--- src/rtl/spawner_pkg.sv ---
// Shared FSM state type, default LFSR constants and lane speed helper for the spawner family.
package spawner_pkg;

   typedef enum logic [1:0] {
      IDLE  = 2'd0,
      SCAN  = 2'd1,
      OFFER = 2'd2
   } spawn_state_t;

   localparam logic [15:0] DEF_LFSR_TAPS = 16'hB400;
   localparam logic [15:0] DEF_SEED      = 16'hACE1;

   // Spreads speeds 1..smax evenly across the lanes, rounding to nearest.
   function automatic int lane_base_speed(input int lane, input int num_lanes, input int smax);
      return 1 + (lane * (smax - 1) + (num_lanes - 1) / 2) / (num_lanes - 1);
   endfunction

endpackage

--- src/rtl/galois_lfsr.sv ---
// Galois LFSR advancing one step per cycle, two when step2 is high; a zero seed is replaced by 1.
module galois_lfsr
   import spawner_pkg::*;
#(
   parameter int                LFSR_W    = 16,
   parameter logic [LFSR_W-1:0] LFSR_TAPS = DEF_LFSR_TAPS,
   parameter logic [LFSR_W-1:0] SEED      = DEF_SEED
) (
   input  logic              clk,
   input  logic              rst_n,
   input  logic              step2,
   output logic [LFSR_W-1:0] state
);

   localparam logic [LFSR_W-1:0] SEED_EFF = (SEED == '0) ? {{(LFSR_W-1){1'b0}}, 1'b1} : SEED;

   // Tap mask has its MSB set, so a nonzero state can never shift into zero.
   function automatic logic [LFSR_W-1:0] adv(input logic [LFSR_W-1:0] s);
      return (s >> 1) ^ (s[0] ? LFSR_TAPS : '0);
   endfunction

   always_ff @(posedge clk or negedge rst_n) begin
      if (!rst_n) begin
         state <= SEED_EFF;
      end else begin
         state <= step2 ? adv(adv(state)) : adv(state);
      end
   end

endmodule

--- src/rtl/lane_spawner.sv ---
// Road path picker plus obstacle scan/offer FSM; offer held on valid/ready until accepted, one attempt per SPAWN_GAP+2 cycles minimum.
// Define LANE_SPAWNER_STATS_EN to add saturating spawn_cnt/fail_cnt outputs.
module lane_spawner
   import spawner_pkg::*;
#(
   parameter int                NUM_LANES = 5,
   parameter int                SPEED_W   = 2,
   parameter int                LFSR_W    = 16,
   parameter logic [LFSR_W-1:0] LFSR_TAPS = DEF_LFSR_TAPS,
   parameter logic [LFSR_W-1:0] SEED      = DEF_SEED,
   parameter int                SPAWN_GAP = 64
) (
   input  logic                           clk,
   input  logic                           rst_n,
   input  logic                           enable,
   input  logic [3:0]                     direction,
   input  logic                           road_tick,
   input  logic [NUM_LANES-1:0]           road_on,
   input  logic [NUM_LANES-1:0]           car_on,
   output logic [NUM_LANES-1:0]           path,
   output logic                           path_valid,
   output logic                           obs_valid,
   input  logic                           obs_ready,
   output logic [$clog2(NUM_LANES)-1:0]   obs_lane,
   output logic [SPEED_W-1:0]             obs_speed,
   output logic [NUM_LANES*SPEED_W-1:0]   speed_data,
   output logic                           spawn_fail
`ifdef LANE_SPAWNER_STATS_EN
   ,
   output logic [15:0]                    spawn_cnt,
   output logic [15:0]                    fail_cnt
`endif
);

   localparam int IDX_W = $clog2(NUM_LANES);
   localparam int CD_W  = (SPAWN_GAP > 1) ? $clog2(SPAWN_GAP) : 1;
   localparam int SMAX  = 2**SPEED_W - 1;

   localparam logic [CD_W-1:0]  CD_RELOAD = CD_W'(SPAWN_GAP - 1);
   localparam logic [IDX_W-1:0] LAST_LANE = IDX_W'(NUM_LANES - 1);

   logic [LFSR_W-1:0] lfsr;
   logic [IDX_W-1:0]  rnd_a, rnd_b;

   galois_lfsr #(
      .LFSR_W    (LFSR_W),
      .LFSR_TAPS (LFSR_TAPS),
      .SEED      (SEED)
   ) u_lfsr (
      .clk   (clk),
      .rst_n (rst_n),
      .step2 (|direction),
      .state (lfsr)
   );

   assign rnd_a = IDX_W'(lfsr[7:0] % 8'(NUM_LANES));
   assign rnd_b = IDX_W'(lfsr[LFSR_W-1 -: 8] % 8'(NUM_LANES));

   logic [SPEED_W-1:0] base_tbl [NUM_LANES];
   for (genvar i = 0; i < NUM_LANES; i++) begin : g_base
      assign base_tbl[i] = SPEED_W'(lane_base_speed(i, NUM_LANES, SMAX));
   end

   spawn_state_t     state, state_nx;
   logic [CD_W-1:0]  cooldown, cooldown_nx;
   logic [IDX_W-1:0] idx, idx_nx, tries, tries_nx;
   logic             offer_load, accept, fail_now, road_hit;

   always_comb begin
      state_nx    = state;
      cooldown_nx = cooldown;
      idx_nx      = idx;
      tries_nx    = tries;
      offer_load  = 1'b0;
      accept      = 1'b0;
      fail_now    = 1'b0;
      case (state)
         IDLE: begin
            if (enable) begin
               if (cooldown == '0) begin
                  state_nx = SCAN;
                  idx_nx   = rnd_a;
                  tries_nx = '0;
               end else begin
                  cooldown_nx = cooldown - CD_W'(1);
               end
            end
         end
         SCAN: begin
            if (!enable) begin
               state_nx    = IDLE;
               cooldown_nx = CD_RELOAD;
            end else if (!car_on[idx]) begin
               state_nx   = OFFER;
               offer_load = 1'b1;
            end else if (tries == LAST_LANE) begin
               fail_now    = 1'b1;
               state_nx    = IDLE;
               cooldown_nx = CD_RELOAD;
            end else begin
               idx_nx   = (idx == LAST_LANE) ? '0 : idx + IDX_W'(1);
               tries_nx = tries + IDX_W'(1);
            end
         end
         OFFER: begin
            // Offer is committed: car_on and enable are ignored until the consumer takes it.
            if (obs_ready) begin
               accept      = 1'b1;
               state_nx    = IDLE;
               cooldown_nx = CD_RELOAD;
            end
         end
         default: state_nx = IDLE;
      endcase
   end

   always_ff @(posedge clk or negedge rst_n) begin
      if (!rst_n) begin
         state    <= IDLE;
         cooldown <= CD_RELOAD;
         idx      <= '0;
         tries    <= '0;
      end else begin
         state    <= state_nx;
         cooldown <= cooldown_nx;
         idx      <= idx_nx;
         tries    <= tries_nx;
      end
   end

   assign obs_valid = (state == OFFER);
   assign road_hit  = road_tick && !road_on[rnd_b];

   always_ff @(posedge clk or negedge rst_n) begin
      if (!rst_n) begin
         obs_lane   <= '0;
         obs_speed  <= '0;
         speed_data <= '0;
         spawn_fail <= 1'b0;
         path       <= '0;
         path_valid <= 1'b0;
      end else begin
         spawn_fail <= fail_now;
         path_valid <= road_hit;
         if (road_hit) begin
            path <= {{(NUM_LANES-1){1'b0}}, 1'b1} << rnd_b;
         end
         if (offer_load) begin
            obs_lane  <= idx;
            obs_speed <= base_tbl[idx];
         end
         for (int i = 0; i < NUM_LANES; i++) begin
            if (accept && obs_lane == IDX_W'(i)) begin
               speed_data[i*SPEED_W +: SPEED_W] <= obs_speed;
            end
         end
      end
   end

`ifdef LANE_SPAWNER_STATS_EN
   always_ff @(posedge clk or negedge rst_n) begin
      if (!rst_n) begin
         spawn_cnt <= '0;
         fail_cnt  <= '0;
      end else begin
         if (accept && spawn_cnt != 16'hFFFF) begin
            spawn_cnt <= spawn_cnt + 16'd1;
         end
         if (fail_now && fail_cnt != 16'hFFFF) begin
            fail_cnt <= fail_cnt + 16'd1;
         end
      end
   end
`endif

endmodule

--- config.mk ---
export PLATFORM = sky130hd
export DESIGN_NAME = lane_spawner
export DESIGN_NICKNAME = d
export VERILOG_FILES = /design/src/rtl/spawner_pkg.sv /design/src/rtl/galois_lfsr.sv /design/src/rtl/lane_spawner.sv
export SDC_FILE = /design/constraint.sdc
export NUM_CORES = 1
export LEC_CHECK = 0
export ABC_CLOCK_PERIOD_IN_PS = 6000
export CORE_AREA = 5 5 110 112
export CTS_CLUSTER_SIZE = 16
export DETAILED_ROUTE_END_ITERATION = 8
export DIE_AREA = 0 0 115 117
export PLACE_DENSITY = 0.64
export SYNTH_ARGS = -nofsm -noshare
export SYNTH_HDL_FRONTEND = slang
export SYNTH_SLANG_ARGS = --single-unit
export TNS_END_PERCENT = 50
--- constraint.sdc ---
create_clock -name clk -period 6 [get_ports clk]
set_input_delay 1.2 -clock clk [delete_from_list [all_inputs] [get_ports clk]]
set_output_delay 1.2 -clock clk [all_outputs]
set_load 0.01 [all_outputs]
* Word-level counts from Yosys, hierarchy flattened
Memory sizes are Yosys's and may differ from the RTL's. A register that Yosys moved wholly into a read port is not among the register bits.
Index checks and enable logic that the tools add are counted.
** Operators by class
- Div/mod/pow operators :: 2
- Shifts and indexed selects :: 1
- $lt $le $gt $ge :: 2
- Add/subtract/negate cells :: 3
- Multiply operators :: 0
- Equality and inequality tests :: 18
- Reductions and logical operators :: 17
- Bitwise logic cells :: 3
- Multiplexer cells :: 43
** Operator list (count)
- 16-bit 2-to-1 mux :: 3
- 6-bit 2-to-1 mux :: 6
- 3-bit 2-to-1 mux :: 11
- 15-bit by 16-bit bitwise XOR with 16-bit output :: 2
- 6-bit case mux with 3 select lines :: 1
- 8-bit by 3-bit modulo with 8-bit output, second input constant :: 2
- 2-bit 2-to-1 mux :: 6
- 2-bit != test, second input constant :: 6
- 3-bit case mux with 2 select lines :: 2
- 6-bit AND reduction :: 2
- 1-bit 2-to-1 mux :: 11
- 3-bit == test, second input constant :: 3
- 3-bit by 4-bit < comparator with 1-bit output, second input constant :: 2
- 3-bit by 1-bit adder with 3-bit output, second input constant :: 2
- 1-bit binary-select mux with 3-bit select :: 2
- 3-bit by 2-bit == test with 1-bit output, second input constant :: 2
- 1-bit logical AND :: 6
- 6-bit zero test :: 1
- 3-bit != test, second input constant :: 2
- 2-bit case mux with 3 select lines :: 1
- 6-bit by 1-bit subtractor with 6-bit output, second input constant :: 1
- 1-bit by 3-bit << shifter with 5-bit output, first input constant :: 1
- 4-bit != test, second input constant :: 1
- 3-bit NOT with 4-bit output :: 1
- other kinds (11) :: 12
** Word-level totals
- Output and inout bits :: 23
- Memory bits (writable) :: 0
- Input bits :: 19
- Memory bits (read-only) :: 16
- Bits in registers :: 50
- Bits in latches :: 0
- Word-level logic and storage cells :: 104
- Memories kept :: 1
** Memory list
- (name not given) :: words 8, bits a word 2, rd ports 1, clocked after memory_dff 1, wr ports 0, line lane_spawner.sv:150 : obs_speed <= base_tbl[idx];

* Longest topological paths before layout
Gate-level depths: netlist of run 1.
- Depth in word-level cells :: 6
- Gate-level depth with buffers :: 22
- Gate-level depth less buffers :: 19

* Cells and area by module
A second synthesis of run 1 with hierarchy kept.
** Unflattened totals
- Cells, all modules :: 455
- Area total of the unflattened synthesis :: 4122.7 um^2
** Modules (own cells, without submodules)
- lane_spawner :: area an instance 3462.1 um^2, cells an instance 409, instances 1, sequential area each 908.4 um^2
- galois_lfsr :: area an instance 660.6 um^2, cells an instance 46, instances 1, sequential area each 410.4 um^2

* Worst setup path after synthesis of run 1
Ideal clock, no wire load.
- Kind :: register to register
- Start :: register u_lfsr.state[10]
- End :: register path[2]
- Slack :: 0.900 ns
- Path buffers :: 3
- Arrival :: 5.019 ns
- Clock period less this slack :: 5.100 ns
- Data required time :: 5.920 ns
- Setup time :: 0.080 ns
- Cell stages (with the launch flop) :: 22
- Cell sequence :: dfstp_2 > buf_2 > buf_2 > nor3b_1 > o21ai_1 > o2111ai_1 > a21oi_1 > ha_1 > clkbuf_1 > nand2b_1 > o221ai_1 > a211o_1 > o32a_1 > a21o_1 > and2_1 > ha_1 > nor2b_1 > or4_4 > and3_4 > mux2_4 > or4b_4 > o211ai_2
** On the way
- Longest elaborated chain between the ends :: 5
** Ends and longest elaborated chain
- start, declared :: line galois_lfsr.sv:12 : output logic [LFSR_W-1:0] state
- start signal, assigned :: line galois_lfsr.sv:26 : state <= step2 ? adv(adv(state)) : adv(state);
- 8-bit by 3-bit modulo with 8-bit output (*) :: line lane_spawner.sv:57 : assign rnd_b = IDX_W'(lfsr[LFSR_W-1 -: 8] % 8'(NUM_LANES));
- 1-bit binary-select mux with 3-bit select :: line lane_spawner.sv:132 : assign road_hit = road_tick && !road_on[rnd_b];
- 1-bit 2-to-1 mux (not written as such) :: line lane_spawner.sv:132
- 1-bit zero test :: line lane_spawner.sv:132
- 1-bit logical AND :: line lane_spawner.sv:132
- end signal, assigned :: line lane_spawner.sv:146 : path <= {{(NUM_LANES-1){1'b0}}, 1'b1} << rnd_b;
- end, declared :: line lane_spawner.sv:20 : output logic [NUM_LANES-1:0] path,
Mark *: on every way between the ends. The rest lies on a longest branch, timed or not. The select of a mux whose other input is x is not followed.
A chain may end at the register's enable or synchronous reset.

* Final worst setup path of run 1
- Start :: register u_lfsr.state[13]
- End :: register path[2]
The elaborated chain is that of the path after synthesis.

==> impl_metrics.csv, run 1 <==
group,metric,value,unit
run_status,outcome,"finished, final reports clean",
yosys,synth.area.top_cells,"dfrtp_1 (22%), dfstp_2 (8.6%), mux2_2 (6.0%)",
yosys,synthTopCellsByCount,"nand2_1 (43), dfrtp_1 (38), nor2_1 (36), inv_1 (32), mux2_2 (23)",
cts,root_buffer,"clkbuf_16",
sta,tns,0,ns
yosys,async_flop_share,100,%
die,chipHeight,117,um
die,fp.dieW,115,um
routing,drt_pass1_iterations,5,
setup_path,crit_fanout,11,
yosys,ys_types,87,
routing,drt-total-wl,9.78,mm
die,initial_core_util,38.6,%
yosys,synth_most_common_cell,"nand2_1",
global_route,grt_use_total,14.6,%
layout,final_layout_size_suffix_gt1_share,15.7,%
place,port_buffers,41,
layout,final_nets,550,
setup_path,end_kind,"flip-flop",
yosys,synth_nets,527,
sta,grt_setup_unrepaired,"no",
sta,whs,0.508,ns
yosys,synth_top_cell_by_area,"dfrtp_1",
setup_path,cp_data_required_time,6.22,ns
die,num_rows,39,
cts,cts_max_level,2,
sta,fin_crit_sh,93.1,%
yosys,synth_seq_area_share,30.7,%
yosys,yosysTopAreaCellShare,22.1,%
routing,ant_nets,0,
place,dp_hpwl,7.04,mm
sta,max_freq,179,MHz
cts,clk_path_buf_depth,2,
die,core_area,11100,um2
routing,avgRoutedWirePerCell,14.9,um
sta,setup_violations,0,
yosys,synth-edff-count,0,
place,dp_cells,650,
routing,vias_per_cell,5.72,
sta,relSlewSlack,40.1,%
yosys,synth_ff_type,"dfrtp_1",
routing,vias,3763,
die,io-pin-count,42,
global_route,overflow,0,
setup_path,crit_type,"flip-flop to flip-flop",
sta,hold_violations,0,
die,dieArea,13500,um2
cts,cts.sinks,52,
yosys,synth_cells,491,
place,placed_area,4780,um2
cts,cts_tree,"yes",
sta,skew,0.00464,ns
global_route,antenna_found_initial,0,
setup_path,cp-start-kind,"flip-flop",
global_route,grt_max_degree,53,
layout,antennaDiodeCount,0,
setup_path,ff2ff_setup_slack,0.42,ns
worst_hold_path,hp-class,"flip-flop to flip-flop",
job,cap_violations,0,
sta,finalCriticalPeriod,5.58,ns
yosys,yosys_warnings,0,
layout,fin_area,4960,um2
global_route,grt_pass1_wl,16.4,mm
routing,drc_errors,0,
layout,layout-area-overhead-vs-synth,15.5,%
layout,layout.cells.non_filler,658,
cts,cts_made_buffers,5,
cts,clk_pin_slew,0.07,ns
yosys,postSynthAreaPerCell,8.75,um2
routing,drt_iter0_drc,271,
sta,worst_slew_pin_slew,0.898,ns
yosys,synthesis.area,4300,um2
sta,slew_violations,0,
global_route,grt_pass1_vias,3577,
cts,cts_hold_buffers,0,
setup_path,cp.arrival,5.80,ns
yosys,yosys_register_bits,52,
cts,clk_latency,0.29,ns
place,place_congestion,0.876,
==> layout by cell type, fill, tap and decap left out, drive strengths merged, types with 5 or more instances in the layout <==
cell type / count
a21oi: 20
a2bb2oi: 5
a31oi: 11
buf: 10
clkbuf: 6
clkdlybuf4s50: 40
dfrtp: 38
dfstp: 14
ha: 17
inv: 33
mux2: 24
mux2i: 7
nand2: 43
nand2b: 11
nand3: 17
nor2: 36
nor2b: 10
nor3: 9
nor3b: 6
nor4bb: 6
o2111ai: 5
o211ai: 8
o21ai: 20
o221ai: 8
o22ai: 5
or2: 5
or3: 5
xnor2: 11
==> repair_timing <==
| action | 4_1_cts | 5_1_grt |
|---|---|---|
| buffers inserted | 0 | 0 |
| resized for setup | 0 | 3 |
| setup endpoints to repair | 0 | 5 |
==> state kept, by name (all words and copies together), names as in the netlist, 2 cells and up <==
register / flops
cooldown: 6
idx: 3
obs_lane: 3
obs_speed: 2
path: 5
speed_data: 10
state: 2
tries: 3
u_lfsr.state: 16
==> cells by family (layout without fill, tap and decap cells) <==
| kind of cell | after synthesis | in the layout | share of synthesized area [%] |
|---|---|---|---|
| simple gates | 179 | 179 | 23.0 |
| compound gates | 129 | 129 | 22.9 |
| buf+inv | 67 | 91 | 6.87 |
| flops | 52 | 52 | 30.7 |
| mux | 32 | 32 | 8.53 |
| fa+ha+maj | 17 | 17 | 4.95 |
| xor+xnor | 15 | 15 | 3.06 |
==> stage by stage <==
step / setup WS [ns] / util, %
after floorplan: 0.900 / -
final: 0.416 / 44.6
after global placement: 0.546 / 43.0
after detailed placement: 0.364 / 43.0
after global routing: 0.0645 / 44.6
after CTS: 0.338 / 44.5
==> worst paths after layout <==
path	from	to	depth (start not counted)
max	u_lfsr.state[13]	path[2]	18
min	speed_data[9]	speed_data[9]	1
max reg2reg	u_lfsr.state[13]	path[2]	18
min reg2reg	speed_data[9]	speed_data[9]	1
max in group asynchronous	rst_n	u_lfsr.state[12]	2
min in group asynchronous	rst_n	spawn_fail	2
==> area by class of cell <==
type,instances,area (um2)
clock buffers,6,129
clock inverters,2,38.8
fillers,1071,6160
inverters,33,124
multi-input cells,372,2700
flip-flops and latches,52,1320
well taps,143,179
repair buffers,50,473
==> per-layer routing <==
layer	global-route usage [%]	part of all wire (%)	vias up
met5	0	0	-
met4	5.71	2.0	0
met3	2.26	2.9	14
met2	24.2	48	80
met1	19.2	47	1814
li1	-	-	1855
==> worst max-delay path, cell delays in order, from the launching register on <==
cell       delay (ns)
dfstp_2          0.64
nor2b_2          0.35
a2bb2oi_1        0.18
o211ai_1         0.10
a21oi_1          0.37
ha_1             0.41
nand2b_1         0.16
o221ai_1         0.12
a211o_1          0.29
o32a_1           0.43
a21o_1           0.28
and2_1           0.22
ha_1             0.22
nor2b_1          0.15
or4_4            0.45
and3_4           0.22
mux2_4           0.33
or4b_4           0.52
o211ai_2         0.07
Power of run 1 is left out: the tool's default activity adds up to more than one toggle a clock period on the data nets, which glitch-free logic cannot reach.
==> run 2: changes to the inputs <==
Settings changed: CORE_AREA 5 5 110 112 to 5 5 99 101, DIE_AREA 0 0 115 117 to 0 0 104 106, PLACE_DENSITY 0.64 to 0.75.
==> impl_metrics.csv, run 2 (synthesized netlist as in run 1, its figures left out) <==
group,metric,value,unit
sta,fin_crit_sh,93.6,%
layout,layout-area-overhead-vs-synth,12.6,%
cts,clk_path_buf_depth,2,
routing,drt_pass1_iterations,4,
sta,max_freq,178,MHz
sta,finalCriticalPeriod,5.62,ns
die,initial_core_util,48.1,%
layout,final_layout_size_suffix_gt1_share,15.7,%
place,dp_hpwl,6.90,mm
global_route,grt_pass1_vias,3578,
job,cap_violations,0,
layout,fin_area,4840,um2
setup_path,cp_data_required_time,6.24,ns
sta,relSlewSlack,40.4,%
sta,grt_setup_unrepaired,"no",
die,core_area,8930,um2
routing,vias,3755,
sta,slew_violations,0,
setup_path,critPathMostFrequentCell,"ha_1",
sta,tns,0,ns
sta,setup_violations,0,
worst_hold_path,hp-class,"flip-flop to flip-flop",
die,chipHeight,106,um
die,num_rows,35,
setup_path,worstPathCellList,"nor2b_2, a2bb2oi_1, o211ai_1, a21oi_1, ha_1, nor4bb_1, a2111oi_2, o32a_2, o32a_1, a21o_1, and2_1, ha_1, nor2b_1, or4_4, and3_4, mux2_4, or4b_4, o211ai_2",
place,place_congestion,0.923,
setup_path,cp-start-kind,"flip-flop",
global_route,antenna_found_initial,0,
sta,hold_violations,0,
sta,skew,0.0100,ns
setup_path,cp.arrival,5.85,ns
layout,final_nets,550,
routing,drt-total-wl,9.55,mm
place,placed_area,4740,um2
layout,final_common_cell,"nand2_1",
routing,ant_nets,0,
cts,clk_pin_slew,0.09,ns
routing,drt_iter0_drc,228,
sta,worst_slew_pin_slew,0.894,ns
setup_path,crit_fanout,19,
setup_path,crit_type,"flip-flop to flip-flop",
routing,vias_per_cell,6.00,
setup_path,end_kind,"flip-flop",
die,fp.dieW,104,um
setup_path,slowest_stage,"dfstp_2",
cts,cts_max_level,2,
die,io-pin-count,42,
layout,top_regs,"u_lfsr.state: 16 flops, speed_data: 10 flops, cooldown: 6 flops",
global_route,overflow,0,
die,dieArea,11000,um2
cts,clk_latency,0.31,ns
cts,cts_made_buffers,5,
layout,most-common-layout-cells,"nand2_1 (43), clkdlybuf4s50_1 (40), dfrtp_1 (38), nor2_1 (36), inv_1 (32)",
layout,antennaDiodeCount,0,
routing,drc_errors,0,
cts,cts_tree,"yes",
place,port_buffers,41,
setup_path,cpPeakStageDelay,0.74,ns
global_route,grt_pass1_wl,16.5,mm
global_route,grt_use_total,17.2,%
layout,largest_register_ffs,16,
routing,avgRoutedWirePerCell,15.3,um
setup_path,ff2ff_setup_slack,0.38,ns
layout,regMostFlops,"u_lfsr.state",
global_route,grt_max_degree,53,
cts,root_buffer,"clkbuf_8",
run_status,outcome,"finished, final reports clean",
cts,cts.sinks,52,
cts,cts_hold_buffers,0,
==> run 2: final timing paths <==
kind,depth (start not counted),end,from
worst max-delay path,18,path[2],u_lfsr.state[13]
worst min-delay path,1,speed_data[6],speed_data[6]
worst max register to register,18,path[2],u_lfsr.state[13]
worst min register to register,1,speed_data[6],speed_data[6]
max in group asynchronous,2,u_lfsr.state[12],rst_n
min in group asynchronous,2,speed_data[9],rst_n
==> run 2: worst max-delay path, delay by kind of cell, from the launching register on <==
kind | cells | cell delay, ns
simple gates | 7 | 2.34
compound gates | 8 | 1.55
fa+ha+maj | 2 | 0.58
mux | 1 | 0.33
flops | 1 | 0.74
==> run 2: timing repair <==
item                       4_1_cts  5_1_grt
gates resized for setup          0        1
setup endpoints to repair        0        1
buffers inserted                 0        0
==> run 2: per-stage QoR <==
step	std cells	util (%)	setup WS (ns)	hold slack (ns)
floorplan	491	-	0.900	0.475
global placement	618	53.1	0.515	0.490
detailed placement	618	53.1	0.387	0.497
CTS	626	54.1	0.330	0.521
global route	626	54.1	0.127	0.548
finish	626	54.1	0.384	0.515
==> run 2: per-layer routing <==
metal	wire [um]	share of wire (%)	global-route usage, %
met2	4830	51	29.9
met3	314	3.3	2.25
met1	4270	45	22.6
met5	0	0	0
met4	144	1.5	4.63
==> run 2: area by class of cell <==
class	instances	area [um2]
multi-input combinational	372	2690
inverter	33	124
clock inverter	3	21.3
timing repair buffer	50	473
tap	111	139
fill	797	4100
clock buffer	5	68.8
sequential	52	1320
Power of run 2 is left out for the same reason.
==> run 3: changes to the inputs <==
Settings changed: CORE_AREA 5 5 99 101 to 5 5 111 113, CTS_CLUSTER_DIAMETER set to 60, DIE_AREA 0 0 104 106 to 0 0 116 118, PLACE_DENSITY 0.75 to 0.63.
==> impl_metrics.csv, run 3 (synthesized netlist as in run 1, its figures left out) <==
group,metric,value,unit
layout,final_layout_size_suffix_gt1_share,15.5,%
cts,clk_path_buf_depth,2,
layout,final_nets,550,
routing,drt_pass1_iterations,4,
cts,cts_resized,0,
layout,regMostFlops,"u_lfsr.state",
layout,top_regs,"u_lfsr.state: 16 flops, speed_data: 10 flops, cooldown: 6 flops",
die,chipHeight,118,um
global_route,use_met1,20.2,%
sta,setup_violations,0,
sta,grt_setup_unrepaired,"no",
cts,cts_tree,"yes",
job,cap_violations,0,
routing,avgRoutedWirePerCell,14.8,um
sta,tns,0,ns
layout,largest_register_ffs,16,
routing,ant_nets,0,
die,initial_core_util,38.3,%
setup_path,cp.arrival,5.82,ns
global_route,grt_use_total,14.5,%
routing,vias,3678,
die,io-pin-count,42,
cts,cts.sinks,52,
global_route,grt_max_degree,53,
worst_hold_path,hp-class,"flip-flop to flip-flop",
cts,cts_made_buffers,5,
run_status,outcome,"finished, final reports clean",
place,port_buffers,41,
global_route,busiest_layer,"met2",
cts,root_buffer,"clkbuf_16",
global_route,antenna_found_initial,0,
die,dieArea,13700,um2
place,place_congestion,0.863,
die,fp.dieW,116,um
cts,clk_pin_slew,0.07,ns
routing,vias_per_cell,5.59,
cts,cts_hold_buffers,0,
cts,cts_max_level,2,
routing,drt-total-wl,9.72,mm
cts,post_cts_buffers,0,
global_route,grt_pass1_wl,17.0,mm
layout,final_common_cell,"nand2_1",
setup_path,cp-start-kind,"flip-flop",
setup_path,crit_fanout,30,
layout,layout-area-overhead-vs-synth,14.9,%
sta,hold_violations,0,
sta,max_freq,178,MHz
sta,finalCriticalPeriod,5.60,ns
routing,drt_iter0_drc,291,
layout,most-common-layout-cells,"nand2_1 (43), clkdlybuf4s50_1 (40), dfrtp_1 (38), nor2_1 (36), inv_1 (32)",
sta,skew,0.00696,ns
setup_path,crit_type,"flip-flop to flip-flop",
die,num_rows,39,
global_route,overflow,0,
global_route,use_met3,2.01,%
die,core_area,11200,um2
place,dp_hpwl,7.11,mm
sta,worst_slew_pin_slew,0.909,ns
setup_path,end_kind,"flip-flop",
sta,fin_crit_sh,93.4,%
sta,relSlewSlack,39.4,%
sta,slew_violations,0,
global_route,grt_pass1_vias,3599,
cts,clk_latency,0.29,ns
setup_path,cp_data_required_time,6.22,ns
layout,antennaDiodeCount,0,
global_route,grtUsageMet2,23.7,%
routing,drc_errors,0,
==> run 3: changes by cell type in the layout (fill, tap and decap cells not counted) <==
cell	change
clkbuf_16	+5
clkbuf_8	-5
clkinv_2	-1
clkinv_4	+1
inv_6	-1
inv_8	+1
nor2b_1	+1
nor2b_2	-1
==> run 3: routing by layer <==
metal / wire, um / up-vias / share of wire [%]
met4: 130 / 0 / 1.3
met3: 238 / 13 / 2.4
met1: 4570 / 1758 / 47
met5: 0 / - / 0
met2: 4790 / 57 / 49
li1: - / 1850 / -
==> run 3: final timing paths <==
check	from	end	slack (ns)	cells past startpoint
setup / recovery	u_lfsr.state[10]	path[2]	0.40	18
hold / removal	speed_data[9]	speed_data[9]	0.51	1
setup reg to reg	u_lfsr.state[10]	path[2]	0.40	18
hold reg to reg	speed_data[9]	speed_data[9]	0.51	1
max in group asynchronous	rst_n	u_lfsr.state[12]	4.55	2
min in group asynchronous	rst_n	state[1]	1.01	2
==> run 3: final cells by class <==
cell class,count,area (um2)
Tap cell,143,179
Fill cell,1099,6290
Clock buffer,5,125
Multi-Input combinational cell,372,2690
Inverter,33,124
Clock inverter,3,27.5
Timing Repair Buffer,50,473
Sequential cell,52,1320
==> run 3: per-stage QoR <==
| stage | cells | hold WS (ns) | instance area, um2 | util (%) | worst slack (ns) |
|---|---|---|---|---|---|
| after floorplan | 491 | 0.475 | 4300 | - | 0.900 |
| after global placement | 650 | 0.489 | 4780 | 42.6 | 0.640 |
| after detailed placement | 650 | 0.493 | 4780 | 42.6 | 0.443 |
| after CTS | 658 | 0.511 | 4940 | 44.0 | 0.416 |
| after global routing | 658 | 0.528 | 4940 | 44.0 | 0.0839 |
| final | 658 | 0.506 | 4940 | 44.0 | 0.396 |
==> run 3: critical path, cell delays in order, from the launching register on <==
cell and delay, ns:
dfstp_2 0.84, xnor2_1 0.27, o21a_1 0.16, o2111ai_1 0.11, a21oi_1 0.33, ha_1 0.39
nand2b_1 0.16, o221ai_1 0.12, a211o_1 0.27, o32a_1 0.43, a21o_1 0.27, and2_1 0.22
ha_1 0.23, nor2b_1 0.16, or4_4 0.45, and3_4 0.22, mux2_4 0.33, or4b_4 0.52
o211ai_2 0.07
Power of run 3 is left out for the same reason.
